### src/rtl/iob_ibex_bus_arb_pkg.sv
// Shared types and constants for the Ibex instruction/data bus arbiter.
package iob_ibex_bus_arb_pkg;

    typedef enum logic {
        SRC_INSTR = 1'b0,
        SRC_DATA  = 1'b1
    } src_e;

    localparam logic [3:0] INSTR_BE = 4'hF;

endpackage

### src/rtl/iob_ibex_bus_arb_fifo.sv
// Route FIFO: remembers which source owns each outstanding memory transaction.
module iob_ibex_bus_arb_fifo
    import iob_ibex_bus_arb_pkg::*;
#(
    parameter int unsigned DEPTH = 4
) (
    input  logic clk_i,
    input  logic cke_i,
    input  logic rst_i,
    input  logic push_i,
    input  src_e din_i,
    input  logic pop_i,
    output logic full_o,
    output logic empty_o,
    output src_e head_o
);

    localparam int unsigned PTR_W = $clog2(DEPTH);
    localparam int unsigned CNT_W = PTR_W + 1;

    logic [DEPTH-1:0] slots_q;
    logic [PTR_W-1:0] wr_ptr_q;
    logic [PTR_W-1:0] rd_ptr_q;
    logic [CNT_W-1:0] count_q;
    logic             do_push;
    logic             do_pop;

    assign full_o  = (count_q == CNT_W'(DEPTH));
    assign empty_o = (count_q == '0);
    assign head_o  = src_e'(slots_q[rd_ptr_q]);
    assign do_push = push_i & ~full_o;
    assign do_pop  = pop_i & ~empty_o;

    // Pointers wrap naturally because DEPTH is a power of two.
    always_ff @(posedge clk_i) begin
        if (rst_i) begin
            slots_q  <= '0;
            wr_ptr_q <= '0;
            rd_ptr_q <= '0;
            count_q  <= '0;
        end else if (cke_i) begin
            if (do_push) begin
                slots_q[wr_ptr_q] <= din_i;
                wr_ptr_q          <= wr_ptr_q + PTR_W'(1);
            end
            if (do_pop) begin
                rd_ptr_q <= rd_ptr_q + PTR_W'(1);
            end
            case ({do_push, do_pop})
                2'b10:   count_q <= count_q + CNT_W'(1);
                2'b01:   count_q <= count_q - CNT_W'(1);
                default: count_q <= count_q;
            endcase
        end
    end

endmodule

### src/rtl/iob_ibex_bus_arb.sv
// Round-robin arbiter merging Ibex instruction and data ports onto one memory bus,
// routing in-order responses back through a small source FIFO.
module iob_ibex_bus_arb
    import iob_ibex_bus_arb_pkg::*;
#(
    parameter int unsigned ADDR_W  = 30,
    parameter int unsigned DATA_W  = 32,
    parameter int unsigned MAX_OUT = 4
) (
    input  logic              clk_i,
    input  logic              cke_i,
    input  logic              arst_i,

    input  logic              instr_req_i,
    input  logic [ADDR_W-1:0] instr_addr_i,
    output logic              instr_gnt_o,
    output logic              instr_rvalid_o,
    output logic [DATA_W-1:0] instr_rdata_o,
    output logic              instr_err_o,

    input  logic              data_req_i,
    input  logic              data_we_i,
    input  logic [3:0]        data_be_i,
    input  logic [ADDR_W-1:0] data_addr_i,
    input  logic [DATA_W-1:0] data_wdata_i,
    output logic              data_gnt_o,
    output logic              data_rvalid_o,
    output logic [DATA_W-1:0] data_rdata_o,
    output logic              data_err_o,

    output logic              mem_req_o,
    output logic              mem_we_o,
    output logic [3:0]        mem_be_o,
    output logic [ADDR_W-1:0] mem_addr_o,
    output logic [DATA_W-1:0] mem_wdata_o,
    input  logic              mem_gnt_i,
    input  logic              mem_rvalid_i,
    input  logic [DATA_W-1:0] mem_rdata_i,
    input  logic              mem_err_i,

    output logic              spurious_o
);

    src_e last_src_q;
    src_e lock_src_q;
    logic lock_q;
    src_e sel;
    logic sel_req;
    logic grant;
    logic fifo_full;
    logic fifo_empty;
    src_e fifo_head;
    logic resp_valid;

    always_comb begin
        sel = SRC_INSTR;
        if (lock_q) begin
            sel = lock_src_q;
        end else if (instr_req_i && data_req_i) begin
            sel = (last_src_q == SRC_DATA) ? SRC_INSTR : SRC_DATA;
        end else if (data_req_i) begin
            sel = SRC_DATA;
        end
    end

    assign sel_req   = (sel == SRC_DATA) ? data_req_i : instr_req_i;
    assign mem_req_o = sel_req & ~fifo_full & cke_i & ~arst_i;
    assign grant     = mem_req_o & mem_gnt_i;

    assign instr_gnt_o = grant & (sel == SRC_INSTR);
    assign data_gnt_o  = grant & (sel == SRC_DATA);

    assign mem_we_o    = (sel == SRC_DATA) ? data_we_i    : 1'b0;
    assign mem_be_o    = (sel == SRC_DATA) ? data_be_i    : INSTR_BE;
    assign mem_addr_o  = (sel == SRC_DATA) ? data_addr_i  : instr_addr_i;
    assign mem_wdata_o = (sel == SRC_DATA) ? data_wdata_i : '0;

    assign resp_valid     = mem_rvalid_i & ~fifo_empty & ~arst_i;
    assign instr_rvalid_o = resp_valid & (fifo_head == SRC_INSTR);
    assign data_rvalid_o  = resp_valid & (fifo_head == SRC_DATA);
    assign instr_err_o    = mem_err_i;
    assign data_err_o     = mem_err_i;
    assign instr_rdata_o  = mem_rdata_i;
    assign data_rdata_o   = mem_rdata_i;

    iob_ibex_bus_arb_fifo #(
        .DEPTH(MAX_OUT)
    ) u_route_fifo (
        .clk_i  (clk_i),
        .cke_i  (cke_i),
        .rst_i  (arst_i),
        .push_i (grant),
        .din_i  (sel),
        .pop_i  (resp_valid),
        .full_o (fifo_full),
        .empty_o(fifo_empty),
        .head_o (fifo_head)
    );

    // A stalled request keeps its selection frozen until the memory grants it.
    always_ff @(posedge clk_i) begin
        if (arst_i) begin
            last_src_q <= SRC_DATA;
            lock_src_q <= SRC_INSTR;
            lock_q     <= 1'b0;
            spurious_o <= 1'b0;
        end else if (cke_i) begin
            if (grant) begin
                last_src_q <= sel;
                lock_q     <= 1'b0;
            end else if (mem_req_o) begin
                lock_q     <= 1'b1;
                lock_src_q <= sel;
            end
            spurious_o <= mem_rvalid_i & fifo_empty;
        end
    end

endmodule
### config.mk
export PLATFORM = sky130hd
export DESIGN_NAME = iob_ibex_bus_arb
export DESIGN_NICKNAME = d
export VERILOG_FILES = /design/src/rtl/iob_ibex_bus_arb_pkg.sv /design/src/rtl/iob_ibex_bus_arb_fifo.sv /design/src/rtl/iob_ibex_bus_arb.sv
export SDC_FILE = /design/constraint.sdc
export NUM_CORES = 1
export LEC_CHECK = 0
export CORE_AREA = 2 2 106 108
export CTS_CLUSTER_SIZE = 10
export DETAILED_ROUTE_END_ITERATION = 10
export DIE_AREA = 0 0 108 110
export GPL_ROUTABILITY_DRIVEN = 1
export PLACE_DENSITY = 0.65
export SYNTH_ARGS = -nofsm -noshare
export SYNTH_HDL_FRONTEND = slang
export SYNTH_HIERARCHICAL = 1
export SYNTH_SLANG_ARGS = --single-unit
### constraint.sdc
create_clock -name clk_i -period 4.2 [get_ports clk_i]
set_clock_uncertainty 0.15 [all_clocks]
set_input_delay 0.84 -clock clk_i [delete_from_list [all_inputs] [get_ports clk_i]]
set_output_delay 0.84 -clock clk_i [all_outputs]
set_load 0.01 [all_outputs]
After elaboration in Yosys (flattened, before gate mapping)
Index checks and enable logic that the tools add are counted.

Output and inout bits: 139. Flip-flop bits (word level): 15. Logic and storage cells: 65. Input bits: 137.

Add/subtract/negate cells: 4. Bitwise logic cells: 19. Multiplexer cells: 17. Equality and inequality tests: 3. $lt $le $gt $ge: 3. Reduce and logical (&&, ||, !) cells: 11.

Operators with widths (number): $mux W32 (1); $mux W30 (1); $and A1 B1 Y1 (13); $mux W1 (10); $reduce_and A2 Y1 (5); $lt A2 B3 Y1 const B (2); $not A1 Y1 (6); $pmux W3 S2 (1); $add A2 B1 Y2 const B (2); $bwmux W4 (1); $mux W4 (1); $reduce_bool A2 Y1 (2); $add A3 B1 Y3 const B (1); $eq A3 B3 Y1 const B (1); $logic_not A3 Y1 (1); $reduce_and A3 Y1 (1); $sub A3 B1 Y3 const B (1); $bmux W1 S2 (1); $demux W1 S2 (1); $eq A2 B1 Y1 const B (1); $eq A2 B2 Y1 const B (1); $ge A2 B1 Y1 const B (1); $logic_and A1 B1 Y1 (2).

Logic depth before layout (Yosys ltp)
Gate-level depths: netlist of run 1.

Word-level depth: 12. Gate-level depth with buffers: 13. Depth with buffers taken out: 12.

Modules after synthesis
Netlist of run 1, hierarchy kept.

Modules (own cells, without submodules): iob_ibex_bus_arb (cells each 176, instances 1, seq. area each 80.1 um^2, area each 1415.1 um^2); iob_ibex_bus_arb_fifo (cells each 67, instances 1, seq. area each 220.2 um^2, area each 641.9 um^2).

Least setup slack after synthesis of run 1
Ideal clock, no wire load.

Path kind: input to register. From: in data_req_i. To: reg u_route_fifo.count_q[2]. Required time: 3934 ps. Arrival: 2798 ps. Setup time: 116 ps. Path buffers: 0. Path slack: 1136 ps. Stages on the path: 10. Cells stage by stage: and3b_1 -> or3_1 -> nor3b_1 -> nand2_1 -> ha_1 -> inv_1 -> fa_1 -> xnor2_1 -> a21oi_1 -> a31o_2.

Word-level cells in the longest chain between the ends: 12.

RTL lines: start, declared (RTL line iob_ibex_bus_arb.sv:21) `input logic data_req_i,`; $mux W1 or $logic_and A1 B1 Y1 (tied branches) (RTL line iob_ibex_bus_arb.sv:61, iob_ibex_bus_arb.sv:59); $mux W1 (RTL line iob_ibex_bus_arb.sv:59) `end else if (instr_req_i && data_req_i) begin`; $mux W1 (RTL line iob_ibex_bus_arb.sv:57) `if (lock_q) begin`; $mux W1 (*) (RTL line iob_ibex_bus_arb.sv:66) `assign sel_req = (sel == SRC_DATA) ? data_req_i : instr_req_i;`; $and A1 B1 Y1 (*) (3 in a row) (RTL line iob_ibex_bus_arb.sv:67) `assign mem_req_o = sel_req & ~fifo_full & cke_i & ~arst_i;`; $and A1 B1 Y1 (*) (RTL line iob_ibex_bus_arb.sv:68) `assign grant = mem_req_o & mem_gnt_i;`; named net grant (RTL line iob_ibex_bus_arb.sv:49) `logic grant;`; $and A1 B1 Y1 (*) (RTL line iob_ibex_bus_arb_fifo.sv:31) `assign do_push = push_i & ~full_o;`; $eq A2 B2 Y1 or $eq A2 B1 Y1 (tied branches) (RTL line iob_ibex_bus_arb_fifo.sv:49) `case ({do_push, do_pop})`; $reduce_bool A2 Y1 (no line); $reduce_and A2 Y1 (no line); end signal, assigned (RTL line iob_ibex_bus_arb_fifo.sv:50) `2'b10: count_q <= count_q + CNT_W'(1);`; end signal, assigned (RTL line iob_ibex_bus_arb_fifo.sv:51) `2'b01: count_q <= count_q - CNT_W'(1);`; end signal, assigned (RTL line iob_ibex_bus_arb_fifo.sv:52) `default: count_q <= count_q;`; end, declared (RTL line iob_ibex_bus_arb_fifo.sv:24) `logic [CNT_W-1:0] count_q;`.

The timed path passes the listed nets; every way through them passes the cells marked *. A chain may end at the register's enable or synchronous reset.

Worst setup path in the final report of run 1
From: in data_req_i. To: out mem_addr_o[15].

Word-level cells in the longest chain between the ends: 4.

RTL lines: $mux W1 or $logic_and A1 B1 Y1 (tied branches) (RTL line iob_ibex_bus_arb.sv:61, iob_ibex_bus_arb.sv:59); $mux W1 (*) (RTL line iob_ibex_bus_arb.sv:59); $mux W1 (*) (RTL line iob_ibex_bus_arb.sv:57); $mux W30 (*) (RTL line iob_ibex_bus_arb.sv:75) `assign mem_addr_o = (sel == SRC_DATA) ? data_addr_i : instr_addr_i;`; end, declared (RTL line iob_ibex_bus_arb.sv:34) `output logic [ADDR_W-1:0] mem_addr_o,`.

Every way passes the cells marked *; elsewhere a longest branch is shown, timed or not.

==> reports/metrics.csv, run 1 <==
metric;value;unit
Area Overhead vs Synth;72.4;%
NetSw;162;uW
Avg WL per Cell;13.9;um
Synth Warn #;6;
CTS Hold Buffers Added;0;
most common cell in the netlist;buf_4;
largest net degree at the start of global routing;39;
Seq/Total Area, Yosys;14.6;%
port bufs;176;
CP Capture Type;primary output;
RSZ-0062 raised after global routing;false;
Static Leak;1.31;nW
Final Hold Vio Count;0;
vias in the first global route;1972;
top_reg_cell synth;dfxtp_1;
Power Dens Cells;166;nW/um2
mapped cell area;2060;um2
max-slew violation count;0;
Synth top cells by count;buf_4, and2_1, mux2_2;
CP Launch Type;input pin;
Unique masters post-synth;41;
H-tree depth;1;
Die Wd;108;um
first drt pass iteration count;4;
Setup Fix Bufs, Post-CTS;0;
internal power;426;uW
Rel. slew slack;54.3;%
Post-CTS Resized;0;
DP Wirelength;5.83;mm
maxcap violations;0;
worst vdd ir;0.101;mV
Reg clk slew, reported paths;0.06;ns
HP Class;flip-flop to flip-flop;
Rows;38;
Setup CP Type;input pin to primary output;
initial antenna violation count;0;
Die H;110;um
CTS tree;built;
#FFs+latches synth;15;
combinational share of power;54.5;%
first-pass GRT wire length;9.72;mm
# DRC;0;
sw frac;27.5;%
Reg power frac;25.3;%
top cells by area, synth;buf_4, mux2_2, dfxtp_1;
clock root buffer master;clkbuf_8;
final net count;499;
initial DRC count;52;
final setup margin;0.313;ns
status;completed;
CTS Buf Count;3;
minimum clock period;3.89;ns
DR vias;1946;
fin area;3550;um2
Avg Synthesized Cell Area;8.46;um2
drt via density;3.93;
post-route setup TNS;0;ns
Post-synth EDFFs;0;
worst skew pair latency;0.25;ns
grt ovf;0;
fill count;1091;
Required @ worst endpoint;3.21;ns
Worst EP arrival;2.90;ns
Worst-Margin Slew;0.677;ns
share of cells above drive strength 1;14.6;%
Area after DPL;3500;um2
clk buf depth;2;
Post-Syn Nets;386;
antenna viol nets, final;0;
clk sink count;15;
Cells after Synth;243;
final wirelength;6.89;mm
storage element area;300;um2
Fmax;257;MHz
Clock power frac;20.2;%
Core Area;10700;um2
area of the multi-input gates;1170;um2
# IOs;276;
Initial Utilization;19.2;%
maximum fanout along the worst path;22;
GP Congestion;0.685;
Tcrit/Tclk final;92.5;%
post-synth top area share;25.2;%
Place WS;0.293;ns
Die Area;11900;um2
ant diodes;0;
asr flop ratio synth;0;%
GR Util All Layers;10.3;%
post-synth top area cell;buf_4;
Power Total;588;uW
final setup fails;0;
## layer usage
layer / part of all wire (%) / up-vias / GRT usage, %
li1: - / 959 / -
met1: 39 / 856 / 11.9
met2: 49 / 114 / 17.9
met3: 10 / 17 / 3.82
met4: 1.2 / 0 / 2.56
met5: 0 / - / 0
## metrics by stage
step / instances / hold WS [ns] / utilization, %
floorplan: 243 / 0.296 / -
global route: 495 / 0.355 / 33.1
detailed placement: 491 / 0.320 / 32.7
global placement: 491 / 0.316 / 32.7
finish: 495 / 0.325 / 33.1
CTS: 495 / 0.332 / 33.1
## logic make-up (layout without fill, tap and decap cells)
logic type | after synthesis | after routing | share of synthesized area, %
xor gates and xnor gates | 3 | 3 | 1.28
adders and majority gates | 6 | 6 | 4.01
and+or+nand+nor | 86 | 86 | 26.3
AOI/OAI and AO/OA | 12 | 12 | 4.81
DFF | 15 | 15 | 14.6
buffers and inverters | 84 | 196 | 28.3
muxes | 37 | 37 | 20.7
## worst paths after layout
check | endpoint | cells after the start | start | slack (ns)
hold / removal | u_route_fifo/slots_q[0]$_SDFFE_PP0P_ | 2 | u_route_fifo/slots_q[0]$_SDFFE_PP0P_ | 0.33
setup / recovery | mem_addr_o[15] | 6 | data_req_i | 0.31
setup reg to reg | u_route_fifo/count_q[2]$_SDFFE_PP0P_ | 13 | u_route_fifo/count_q[2]$_SDFFE_PP0P_ | 1.20
hold reg to reg | u_route_fifo/slots_q[0]$_SDFFE_PP0P_ | 2 | u_route_fifo/slots_q[0]$_SDFFE_PP0P_ | 0.33
## power groups by stage
stage	sequential, mW	clock [mW]	combinational, mW
2_1_floorplan	0.152	0	0.178
3_3_place_gp	0.152	0	0.321
3_5_place_dp	0.152	0	0.322
4_1_cts	0.149	0.124	0.325
5_1_grt	0.149	0.131	0.343
6_report	0.149	0.119	0.320
## worst max-delay path: stages
cell,delay [ns]
clkdlybuf4s50_1,0.46
nor2b_1,0.16
a22oi_2,0.22
buf_4,0.33
mux2_2,0.39
clkdlybuf4s50_1,0.49
## layout by cell type, fill, tap and decap left out, types with 2 or more instances in the layout
| cell type | n |
|---|---|
| nor2b_1 | 5 |
| nor3_1 | 2 |
| nand2_1 | 2 |
| mux2_2 | 30 |
| buf_4 | 8 |
| or3_1 | 2 |
| nand4_1 | 3 |
| clkbuf_8 | 3 |
| mux2i_1 | 5 |
| nor2_1 | 13 |
| or3b_1 | 2 |
| dfxtp_1 | 15 |
| clkdlybuf4s50_1 | 176 |
| inv_1 | 7 |
| nand2b_1 | 14 |
| xnor2_1 | 3 |
| and2_1 | 34 |
| nor3b_1 | 2 |
| a21oi_1 | 3 |
| ha_1 | 5 |
## layout make-up
cell class              instances  share of cell area (%)
clock buffers                   4                    1.27
inverters                       8                   0.847
repair buffers                184                    51.4
multi-input cells             144                    33.1
flip-flops and latches         15                    8.47
well taps                     140                    4.94
## sequential cells by signal, indices dropped and copies added (netlist names)
name / flops
lock_q: 1
u_route_fifo/rd_ptr_q: 2
u_route_fifo/count_q: 3
spurious_o: 1
lock_src_q: 1
u_route_fifo/slots_q: 4
u_route_fifo/wr_ptr_q: 2
last_src_q: 1
Note: power is estimated with default switching activity, not from simulation.
==> run 2: changes to the inputs <==
--- a/config.mk
+++ b/config.mk
@@ -10,7 +10,7 @@
 export DETAILED_ROUTE_END_ITERATION = 10
 export DIE_AREA = 0 0 108 110
 export GPL_ROUTABILITY_DRIVEN = 1
-export PLACE_DENSITY = 0.65
+export PLACE_DENSITY_LB_ADDON = 0.1
 export SYNTH_ARGS = -nofsm -noshare
 export SYNTH_HDL_FRONTEND = slang
 export SYNTH_HIERARCHICAL = 1
==> run 2 against run 1 <==
  * Via count rose by 0.36%
  * Fmax increased by 0.86%
  * Flip-flop and latch count did not move
  * Critical path depth stayed put
  * Largest power group unchanged
  * Largest cell class unchanged
  * Highest routed layer unchanged
  * Wire length rose by 4.3%
==> reports/metrics.csv, run 2 (synthesis gave the netlist of run 1 again) <==
metric;value;unit
Worst R2R Path Depth;13;
Required @ worst endpoint;3.21;ns
Place WS;0.343;ns
post-route setup TNS;0;ns
Rows;38;
final setup margin;0.347;ns
Power Dens Cells;166;nW/um2
Final Hold Vio Count;0;
Die Area;11900;um2
final setup fails;0;
first drt pass iteration count;4;
RSZ-0062 raised after global routing;false;
# DRC;0;
Die H;110;um
GR Util All Layers;10.6;%
Core Area;10700;um2
Worst-Margin Slew;0.746;ns
top flop regs;u_route_fifo/slots_q x4, u_route_fifo/count_q x3;
CP Capture Type;primary output;
Reg clk slew, reported paths;0.07;ns
worst skew pair latency;0.25;ns
minimum clock period;3.85;ns
Initial Utilization;19.2;%
fill count;1133;
most frequent cells in the layout;clkdlybuf4s50_1, and2_1, mux2_2;
final net count;498;
CTS Hold Buffers Added;0;
share of cells above drive strength 1;14.4;%
antenna viol nets, final;0;
Tcrit/Tclk final;91.7;%
grt ovf;0;
Die Wd;108;um
initial DRC count;40;
H-tree depth;1;
largest net degree at the start of global routing;33;
Static Leak;1.31;nW
GP Congestion;0.710;
clock root buffer master;clkbuf_8;
met2 WL;3.65;mm
Rel. slew slack;49.7;%
DR vias;1953;
Area Overhead vs Synth;72.6;%
maximum fanout along the worst path;32;
initial antenna violation count;0;
clk buf depth;2;
Final Core Density;33.2;%
most flop-heavy register;u_route_fifo/slots_q;
drt via density;3.95;
worst vdd ir;0.0976;mV
clk sink count;15;
vias in the first global route;1942;
port bufs;176;
Setup Fix Bufs, Post-CTS;0;
maxcap violations;0;
Worst EP arrival;2.86;ns
final wirelength;7.19;mm
most common cell after layout, fill and taps aside;clkdlybuf4s50_1;
DP Wirelength;6.19;mm
routed length on met3;786;um
Fmax;260;MHz
CTS Buf Count;3;
max-slew violation count;0;
Avg WL per Cell;14.6;um
# IOs;276;
hold depth;2;
Post-CTS Resized;0;
max reg flops;4;
first-pass GRT wire length;9.82;mm
Metal-1 WL;2.52;mm
CTS tree;built;
Setup CP Type;input pin to primary output;
highest metal used;met4;
status;completed;
CP Launch Type;input pin;
ant diodes;0;
HP Class;flip-flop to flip-flop;
[run 2: cell count changes in the layout (fill, tap and decap cells not counted), sizes merged]
cell,change
buf,-1
[run 2: routing by layer]
metal / vias to the layer above / track usage, %
met5: - / 0
met4: 0 / 4.40
met3: 32 / 3.88
met2: 105 / 19.7
met1: 859 / 10.7
li1: 957 / -
[run 2: worst paths after layout]
path / end / startpoint / slack, ns
hold / removal: spurious_o$_SDFFE_PP0P_ / spurious_o$_SDFFE_PP0P_ / 0.32
setup / recovery: mem_addr_o[1] / data_req_i / 0.35
hold reg to reg: spurious_o$_SDFFE_PP0P_ / spurious_o$_SDFFE_PP0P_ / 0.32
setup reg to reg: u_route_fifo/count_q[2]$_SDFFE_PP0P_ / u_route_fifo/count_q[2]$_SDFFE_PP0P_ / 1.17
[run 2: final cells by class]
type / instances / area [um2] / share of cell area [%]
well taps: 140 / 175 / 4.93
repair buffers: 183 / 1830 / 51.4
clock buffers: 4 / 45.0 / 1.27
flip-flops and latches: 15 / 300 / 8.46
multi-input cells: 144 / 1170 / 33.1
inverters: 8 / 30.0 / 0.846
[run 2: where the power goes]
group | switching [mW] | internal, mW
registers | 0.00322 | 0.146
logic | 0.105 | 0.214
clock network | 0.0547 | 0.0673
[run 2: critical path, stage by stage]
cell	delay (ns)
clkdlybuf4s50_1	0.49
nor2b_1	0.18
a22oi_2	0.25
buf_12	0.25
mux2_2	0.36
clkdlybuf4s50_1	0.50
[run 2: through the flow]
| stage | power [mW] | hold WS (ns) | area, um2 | std cells |
|---|---|---|---|---|
| 6_report | 0.590 | 0.321 | 3550 | 494 |
| 4_1_cts | 0.602 | 0.321 | 3550 | 494 |
| 2_1_floorplan | 0.330 | 0.296 | 2060 | 243 |
| 5_1_grt | 0.627 | 0.342 | 3550 | 494 |
| 3_5_place_dp | 0.476 | 0.312 | 3510 | 490 |
| 3_3_place_gp | 0.476 | 0.304 | 3510 | 490 |
==> run 3: changes to the inputs <==
--- a/config.mk
+++ b/config.mk
@@ -5,13 +5,13 @@
 export SDC_FILE = /design/constraint.sdc
 export NUM_CORES = 1
 export LEC_CHECK = 0
-export CORE_AREA = 2 2 106 108
+export CORE_AREA = 2 2 107 109
 export CTS_CLUSTER_SIZE = 10
 export DETAILED_ROUTE_END_ITERATION = 10
-export DIE_AREA = 0 0 108 110
+export DIE_AREA = 0 0 109 111
 export GPL_ROUTABILITY_DRIVEN = 1
 export PLACE_DENSITY_LB_ADDON = 0.1
+export RECOVER_POWER = 25
 export SYNTH_ARGS = -nofsm -noshare
 export SYNTH_HDL_FRONTEND = slang
-export SYNTH_HIERARCHICAL = 1
 export SYNTH_SLANG_ARGS = --single-unit
==> run 3 against run 2 <==
  * Design area shrank 2.6%
  * Die area rose by 1.8%
  * Global-route usage grew 1.5 points
  * Via count is 7.5% lower
  * Non-clock buffer count decreased by 1
  * Wire length is 7.3% higher
  * Worst hold slack better by 0.033 ns
  * Synthesized area fell by 6.8%
  * Critical path type unchanged
==> reports/metrics.csv, run 3 <==
metric;value;unit
status;completed;
Seq/Total Area, Yosys;15.7;%
Required @ worst endpoint;3.21;ns
top cells by area, synth;buf_4, mux2_2, dfxtp_1;
H-tree depth;1;
first drt pass iteration count;4;
Die Wd;109;um
Avg Synthesized Cell Area;8.45;um2
mapped cell area;1920;um2
# DRC;0;
Post-Syn Nets;370;
CP Capture Type;primary output;
final net count;478;
Compound-Gate Fraction of Synth Area;7.83;%
fin area;3460;um2
CP Launch Type;input pin;
most common cell after layout, fill and taps aside;clkdlybuf4s50_1;
Fmax;259;MHz
Worst-Margin Slew;0.443;ns
port bufs;176;
Reg clk slew, reported paths;0.05;ns
Area after DPL;3380;um2
post-synth top area share;25.8;%
#FFs+latches synth;15;
Clock power frac;27.5;%
Reg power frac;22.6;%
Initial Utilization;17.3;%
CTS tree;built;
final wirelength;7.72;mm
minimum clock period;3.86;ns
HP Class;flip-flop to flip-flop;
clk buf depth;2;
internal power;496;uW
Hold Startpoint;u_route_fifo.wr_ptr_q[0]$_SDFFE_PP0P_;
worst r2r src;u_route_fifo.count_q[2]$_SDFFE_PP0P_;
clock root buffer master;clkbuf_16;
# IOs;276;
Avg WL per Cell;16.1;um
Die H;111;um
largest family of logic cells by synthesized area;buffers and inverters;
worst vdd ir;0.170;mV
Core Area;11100;um2
most common cell in the netlist;buf_4;
Post-synth EDFFs;0;
first-pass GRT wire length;11.0;mm
initial DRC count;75;
drt via density;3.77;
final setup fails;0;
Crit-path slowest cell;clkdlybuf4s50_1;
share of cells above drive strength 1;14.7;%
Rows;39;
GP Congestion;0.709;
crit-path max cell delay;0.49;ns
Post-CTS Resized;0;
Synth Warn #;0;
Setup CP Type;input pin to primary output;
post-synthesis mux area share;19.8;%
sw frac;26.8;%
most frequent cells in the layout;clkdlybuf4s50_1, nor2b_1, mux2_2;
Area Overhead vs Synth;80.2;%
post-synth top area cell;buf_4;
DP Wirelength;6.66;mm
Setup Fix Bufs, Post-CTS;0;
maximum fanout along the worst path;51;
Static Leak;1.22;nW
CTS Hold Buffers Added;0;
fill count;1191;
Worst EP arrival;2.87;ns
maxcap violations;0;
Die Area;12100;um2
Synth top cells by count;buf_4, nor2b_1, mux2_2;
Rel. slew slack;70.4;%
Unique masters post-synth;38;
top_reg_cell synth;dfxtp_1;
Cells after Synth;227;
largest net degree at the start of global routing;52;
max-slew violation count;0;
most flop-heavy register;u_route_fifo.slots_q;
vias in the first global route;1819;
crit-path cells;clkdlybuf4s50_1, a21boi_0, mux2i_4, buf_12, mux2_2, clkdlybuf4s50_1;
combinational share of power;49.9;%
DR vias;1807;
RSZ-0062 raised after global routing;false;
asr flop ratio synth;0;%
top flop regs;u_route_fifo.slots_q x4, u_route_fifo.count_q x3;
CTS Buf Count;3;
Worst path most repeated cell;clkdlybuf4s50_1;
max reg flops;4;
grt ovf;0;
clk sink count;15;
Synth Area in Simple Gates;19.0;%
NetSw;182;uW
Synth Area in Adders;4.31;%
xor/xnor cell area share of the yosys netlist;2.28;%
antenna viol nets, final;0;
post-route setup TNS;0;ns
Setup crit start;instr_req_i;
worst skew pair latency;0.24;ns
Final Hold Vio Count;0;
Tcrit/Tclk final;91.9;%
Power Dens Cells;196;nW/um2
GR Util All Layers;12.1;%
initial antenna violation count;3;
[run 3: metal layers]
metal	share of wire, %	track usage (%)	up-vias
met5	0	0	-
met4	1.8	3.16	0
met3	14	6.17	20
met2	41	16.4	99
met1	44	16.8	788
li1	-	-	900
[run 3: worst max-delay path: cells and delay by family]
kind,cells,cell delay [ns]
buf+inv,3,1.23
mux,2,0.61
compound gates,1,0.14
[run 3: cell families after synthesis]
group	Yosys count
xor+xnor	5
fa+ha+maj	6
mux	33
flops	15
simple gates	63
buf+inv	87
compound gates	18
[run 3: cell type report]
type | count | area, um2 | area share, %
clock buffer | 3 | 75.1 | 2.17
timing repair buffer | 182 | 1830 | 52.9
tap | 143 | 179 | 5.18
clock inverter | 1 | 5.00 | 0.145
sequential | 15 | 300 | 8.69
antenna | 2 | 5.00 | 0.145
inverter | 8 | 30.0 | 0.869
multi-input combinational | 125 | 1030 | 29.9
[run 3: stage by stage]
step	setup slack (ns)	hold slack, ns	util, %	power (mW)	std cells
finish	0.342	0.353	31.2	0.678	479
CTS	0.310	0.355	31.2	0.691	477
global route	0.215	0.415	31.2	0.716	477
global placement	0.332	0.340	30.5	0.498	473
detailed placement	0.316	0.344	30.5	0.498	473
floorplan	1.28	0.310	-	0.340	227
[run 3: power by group through the flow]
stage	clock [mW]	sequential, mW	combinational, mW
final	0.187	0.153	0.338
after CTS	0.193	0.153	0.345
after global routing	0.200	0.154	0.362
after detailed placement	0	0.156	0.342
after floorplan	0	0.155	0.186
after global placement	0	0.156	0.342
[run 3: path summary, 6_finish.rpt]
check	end	slack, ns	depth (start not counted)
setup reg to reg	u_route_fifo.count_q[2]$_SDFFE_PP0P_	1.68	11
setup / recovery	mem_addr_o[18]	0.34	6
hold / removal	u_route_fifo.wr_ptr_q[0]$_SDFFE_PP0P_	0.35	1
hold reg to reg	u_route_fifo.wr_ptr_q[0]$_SDFFE_PP0P_	0.35	1
